## src/rtl/hazard_stall_unit.sv

```systemverilog
// Load-use, branch-squash and data-memory-wait stall/flush control for the 5-stage core.
// Control outputs are combinational from the current state and inputs (zero latency); state, timeout flag and stall counter are registered.
module hazard_stall_unit #(
    parameter int unsigned MAX_WAIT = 15,
    parameter int unsigned CNT_W    = 16
) (
    input  logic             clk,
    input  logic             reset,
    input  logic [4:0]       id_rs1,
    input  logic [4:0]       id_rs2,
    input  logic             id_uses_rs1,
    input  logic             id_uses_rs2,
    input  logic             ex_mem_read,
    input  logic [4:0]       ex_rd,
    input  logic             ex_branch_taken,
    input  logic             mem_req,
    input  logic             mem_ready,
    output logic             pc_write,
    output logic             ifid_write,
    output logic             ifid_flush,
    output logic             idex_flush,
    output logic             exmem_hold,
    output logic             mem_timeout,
    output logic [CNT_W-1:0] stall_cycles
);

    typedef enum logic [1:0] {RUN, MEM_WAIT, TRAP} state_t;

    localparam logic [7:0] MAX_WAIT_C = 8'(MAX_WAIT);

    state_t     state;
    logic [7:0] wait_cnt;
    logic       load_use;
    logic       mem_stall;
    logic       frozen;

    always_comb begin
        load_use  = ex_mem_read && (ex_rd != 5'd0) &&
                    ((id_uses_rs1 && (id_rs1 == ex_rd)) ||
                     (id_uses_rs2 && (id_rs2 == ex_rd)));
        mem_stall = mem_req && !mem_ready;
        // Once waiting, the access is held in MEM and only mem_ready releases it.
        frozen    = ((state == RUN) && mem_stall) ||
                    ((state == MEM_WAIT) && !mem_ready);
    end

    always_comb begin
        pc_write   = 1'b1;
        ifid_write = 1'b1;
        ifid_flush = 1'b0;
        idex_flush = 1'b0;
        exmem_hold = 1'b0;
        if (reset) begin
            pc_write   = 1'b0;
            ifid_write = 1'b0;
            ifid_flush = 1'b1;
            idex_flush = 1'b1;
        end else if (state == TRAP) begin
            pc_write   = 1'b0;
            ifid_write = 1'b0;
            ifid_flush = 1'b1;
            idex_flush = 1'b1;
            exmem_hold = 1'b1;
        end else if (frozen) begin
            pc_write   = 1'b0;
            ifid_write = 1'b0;
            exmem_hold = 1'b1;
        end else if (ex_branch_taken) begin
            ifid_flush = 1'b1;
            idex_flush = 1'b1;
        end else if (load_use) begin
            pc_write   = 1'b0;
            ifid_write = 1'b0;
            idex_flush = 1'b1;
        end
    end

    always_ff @(posedge clk or posedge reset) begin
        if (reset) begin
            state        <= RUN;
            wait_cnt     <= 8'd0;
            mem_timeout  <= 1'b0;
            stall_cycles <= '0;
        end else begin
            case (state)
                RUN: begin
                    if (mem_stall) begin
                        state    <= MEM_WAIT;
                        wait_cnt <= 8'd1;
                    end
                end
                MEM_WAIT: begin
                    if (mem_ready) begin
                        state    <= RUN;
                        wait_cnt <= 8'd0;
                    end else if (wait_cnt == MAX_WAIT_C) begin
                        state       <= TRAP;
                        mem_timeout <= 1'b1;
                    end else begin
                        wait_cnt <= wait_cnt + 8'd1;
                    end
                end
                TRAP: state <= TRAP;
                default: state <= RUN;
            endcase

            if ((state != TRAP) && !pc_write && (stall_cycles != {CNT_W{1'b1}}))
                stall_cycles <= stall_cycles + CNT_W'(1);
        end
    end

endmodule

```

## config.mk

```make
export PLATFORM = sky130hd
export DESIGN_NAME = hazard_stall_unit
export DESIGN_NICKNAME = d
export VERILOG_FILES = /design/src/rtl/hazard_stall_unit.sv
export SDC_FILE = /design/constraint.sdc
export NUM_CORES = 1
export LEC_CHECK = 0
export BUFFER_PORTS_ARGS = -buffer_cell sky130_fd_sc_hd__buf_4
export CAP_MARGIN = 20
export CORE_UTILIZATION = 25
export CTS_BUF_LIST = sky130_fd_sc_hd__clkbuf_16
export CTS_CLUSTER_DIAMETER = 150
export DETAILED_ROUTE_END_ITERATION = 10
export GPL_TIMING_DRIVEN = 0
export PLACE_DENSITY = 0.52
export SLEW_MARGIN = 20
export SYNTH_ARGS = -nofsm -noshare
export SYNTH_HDL_FRONTEND = slang
export SYNTH_SLANG_ARGS = --single-unit
```

## constraint.sdc

```tcl
create_clock -name clk -period 1.77 [get_ports clk]
set_clock_uncertainty 0.05 [all_clocks]
set_input_delay 0.177 -clock clk [delete_from_list [all_inputs] [get_ports clk]]
set_output_delay 0.177 -clock clk [all_outputs]
set_load 0.1 [all_outputs]
```

==> metrics.txt <==
status=finished with violations; failing checks=hold timing, setup timing; I/O pin count=45; Area Growth Syn to Fin=65.15%; Adder-Cell Fraction of Synth Area=between 1.5 and 2%; sw frac=53.77%; final core occ=between 40% and 50%; Synth Register Bits=27; largest net degree at the start of global routing=30; first-pass GRT wire length=6.624 mm; multiplexer area fraction after synthesis=1.738%; critical path's slowest cell=dfrtp_4; Layout Nets=250; CTS HTree Levels=1; CTS Sinks=27; Post-synth EDFFs=0; Core Box Area=0.005675 mm²; simple-gate share of the synthesized area=about 24%; Starting Density=26.63%; syn_nets=182; power per cell area=1533 mW/mm²; max-cap viol count=0; Async SR Flop Fraction=between 90% and 100%; routed len/inst=13.45 µm; Leakage Power=1.033 nW; initial antenna violation count=0; Die Ht=79.76 µm; total track usage=13.39%; DRT antenna net count=0; DR pass1 iterations=4; DIE WIDTH=roughly 80 µm; Clk pwr share=13.5%; Slew headroom=58.02%; First DRT Iteration DRCs=31; vias in the first global route=1,389; Seq pwr share=around 29%; FILL cells=555; CTS Buf Count=3; Post-CTS Hold Fix Bufs=0; ys flop type=dfrtp_1; combinational power share=between 50% and 60%; most common cell after layout, fill and taps aside=buf_4; synthesized netlist cell count=157; Clock Pin Slew Worst Setup and Hold Paths=0.07 ns; Post-Route WL=between 3 and 4 mm; DIE AREA=around 0.0064 mm²; Critical Path RT=1.86 ns; via count=1,368; Synth Warn #=0; Synth Cell Area=0.001511 mm²; endpoints failing hold=13; drc violations=0; Synth Area per Inst=roughly 9.6 µm²; max-slew violations=0; Hold WC Path Type=input pin to async pin; post-synth cell types=35; Seq/Total Area, Yosys=approximately 45%; most frequent cells in the layout=buf_4 (57), xor2_1 (20), nand2_1 (12), dfrtp_4 (12), xnor2_1 (11); Arr. time, crit path=2.10 ns; CP Capture Type=flip-flop; period utilisation layout=113.2%; Overflow after GRT=0; CTS Buffer Depth=2; Compound-Gate Fraction of Synth Area=7.119%; Slew @ Worst Pin=0.6287 ns; CP Max Fanout=7; ANT cells=0; CTS tree=built; main combinational cell family by area after synthesis=simple AND/OR/NAND/NOR gates; Post-Synth XOR/XNOR Area=17.96%; PortBufs=44; CTS Root Cell=clkbuf_16; share of cells above drive strength 1=54.46%; crit-path cells=ha_4 > nand4_1 > nor4_4 > nor3_2 > a21oi_4 > buf_12 > mux2_4; routed vias/inst=4.622; min Tclk post-route=2.004 ns; setup ws final=-0.2337 ns; DP Worst Slack=-0.7945 ns; Cell Int Power=0.001768 W; clk_lat worst skew=0.26 ns; CP Class=flip-flop to flip-flop; RSZ-0062 raised after global routing=true; WHS=-0.01679 ns; Peak VDD IR=around 1.6 mV; Core Rows=27; Max Fclk=499.1 MHz; Net Sw Power=~0.0021 W; Critical Path Source Type=flip-flop; RePlAce Congestion=0.7433; post-DP HPWL=around 2.7 mm; Worst path max stage delay=0.43 ns; final setup violation count=23
cell families (layout without fill, tap and decap cells):
kind of cell / after synthesis / count (layout)
muxes: 2 / 2
buffers and inverters: 8 / 74
xor gates and xnor gates: 31 / 31
AOI/OAI and AO/OA: 16 / 17
adders and majority gates: 2 / 2
and+or+nand+nor: 71 / 71
DFF: 27 / 27
stage by stage:
| stage | instance area (µm²) | power [W] | hold slack [ns] | instances | TNS, ns |
|---|---|---|---|---|---|
| floorplan | 1717 | 0.002728 | 0.1968 | 157 | -10.43 |
| global placement | 2137 | 0.003172 | 0.4031 | 273 | -14.06 |
| detailed placement | 2137 | 0.003183 | 0.2957 | 273 | -11.08 |
| CTS | 2450 | 0.003836 | 0.01858 | 291 | -3.289 |
| global route | 2496 | 0.003995 | 0.04489 | 296 | -6.144 |
| finish | 2496 | 0.003825 | -0.01679 | 296 | -3.626 |
routing by layer:
metal  track usage [%]  up-vias  wire length, µm
li1                  -      681                -
met1             16.61      674             1836
met2             24.36       11             2053
met3             2.400        2               74
met4             2.143        0               17
met5                 0        -                0
registers in the layout, summed over array words and instances, names as in the netlist:
register      cells
stall_cycles     16
wait_cnt          8
mem_timeout       1
state             2
area by class of cell:
type                       count  area (µm²)  share of cell area, %
tap                           72       90.09                  3.609
multi-input combinational    123        1017                  40.75
timing repair buffer          63       529.3                  21.20
buffer                         3       38.79                  1.554
sequential                    27       726.9                  29.12
clock buffer                   3       75.07                  3.008
clock inverter                 1       3.754                 0.1504
inverter                       4       15.01                 0.6015
power by group through the flow:
stage,clock network [W],registers [W],logic (W)
floorplan,0,0.00219,0.000540
global route,0.000550,0.00114,0.00231
finish,0.000518,0.00111,0.00220
detailed placement,0,0.00112,0.00207
CTS,0.000528,0.00111,0.00220
global placement,0,0.00111,0.00206
what timing repair did:
action	CTS	global route
endpoints found under the setup margin	28	28
gates cloned	1	0
hold endpoints to repair	0	0
gates resized for setup	26	3
pin swaps	10	4
buffers inserted	14	5
path summary, 6_finish.rpt:
kind / startpoint / end / slack, ns / cells after the start
setup / recovery: stall_cycles[1] / stall_cycles[1] / -0.23 / 7
hold / removal: reset / state[0] / -0.02 / 2
setup reg to reg: stall_cycles[1] / stall_cycles[1] / -0.23 / 7
hold reg to reg: mem_timeout / mem_timeout / 0.42 / 1
max in group asynchronous: reset / stall_cycles[13] / 1.20 / 2
min in group clk: mem_ready / wait_cnt[1] / 0.23 / 4
cells in the mapped netlist, drive strengths merged (2+ instances only):
master / n / area share (%)
nor4: 5 / 2.1
inv: 4 / 0.99
and3: 3 / 1.2
nand2b: 2 / 0.83
nor3: 6 / 2.0
nand4: 9 / 3.7
ha: 2 / 1.7
buf: 3 / 1.6
xnor2: 11 / 6.4
nand3: 9 / 3.0
dfrtp: 27 / 45
xor2: 20 / 12
nor2: 17 / 4.2
nand2: 12 / 3.0
mux2: 2 / 1.7
nor2b: 3 / 1.2
o211ai: 3 / 1.8
a21oi: 5 / 1.9
o21ai: 3 / 0.99
critical path: cells and delay by family (launching register included):
kind | cells | cell delay, ns
AOI/OAI and AO/OA | 1 | 0.21
buffers and inverters | 1 | 0.15
adders and majority gates | 1 | 0.14
DFF | 1 | 0.43
and+or+nand+nor | 3 | 0.62
muxes | 1 | 0.29
No activity file was read; power rests on OpenSTA's default activity.
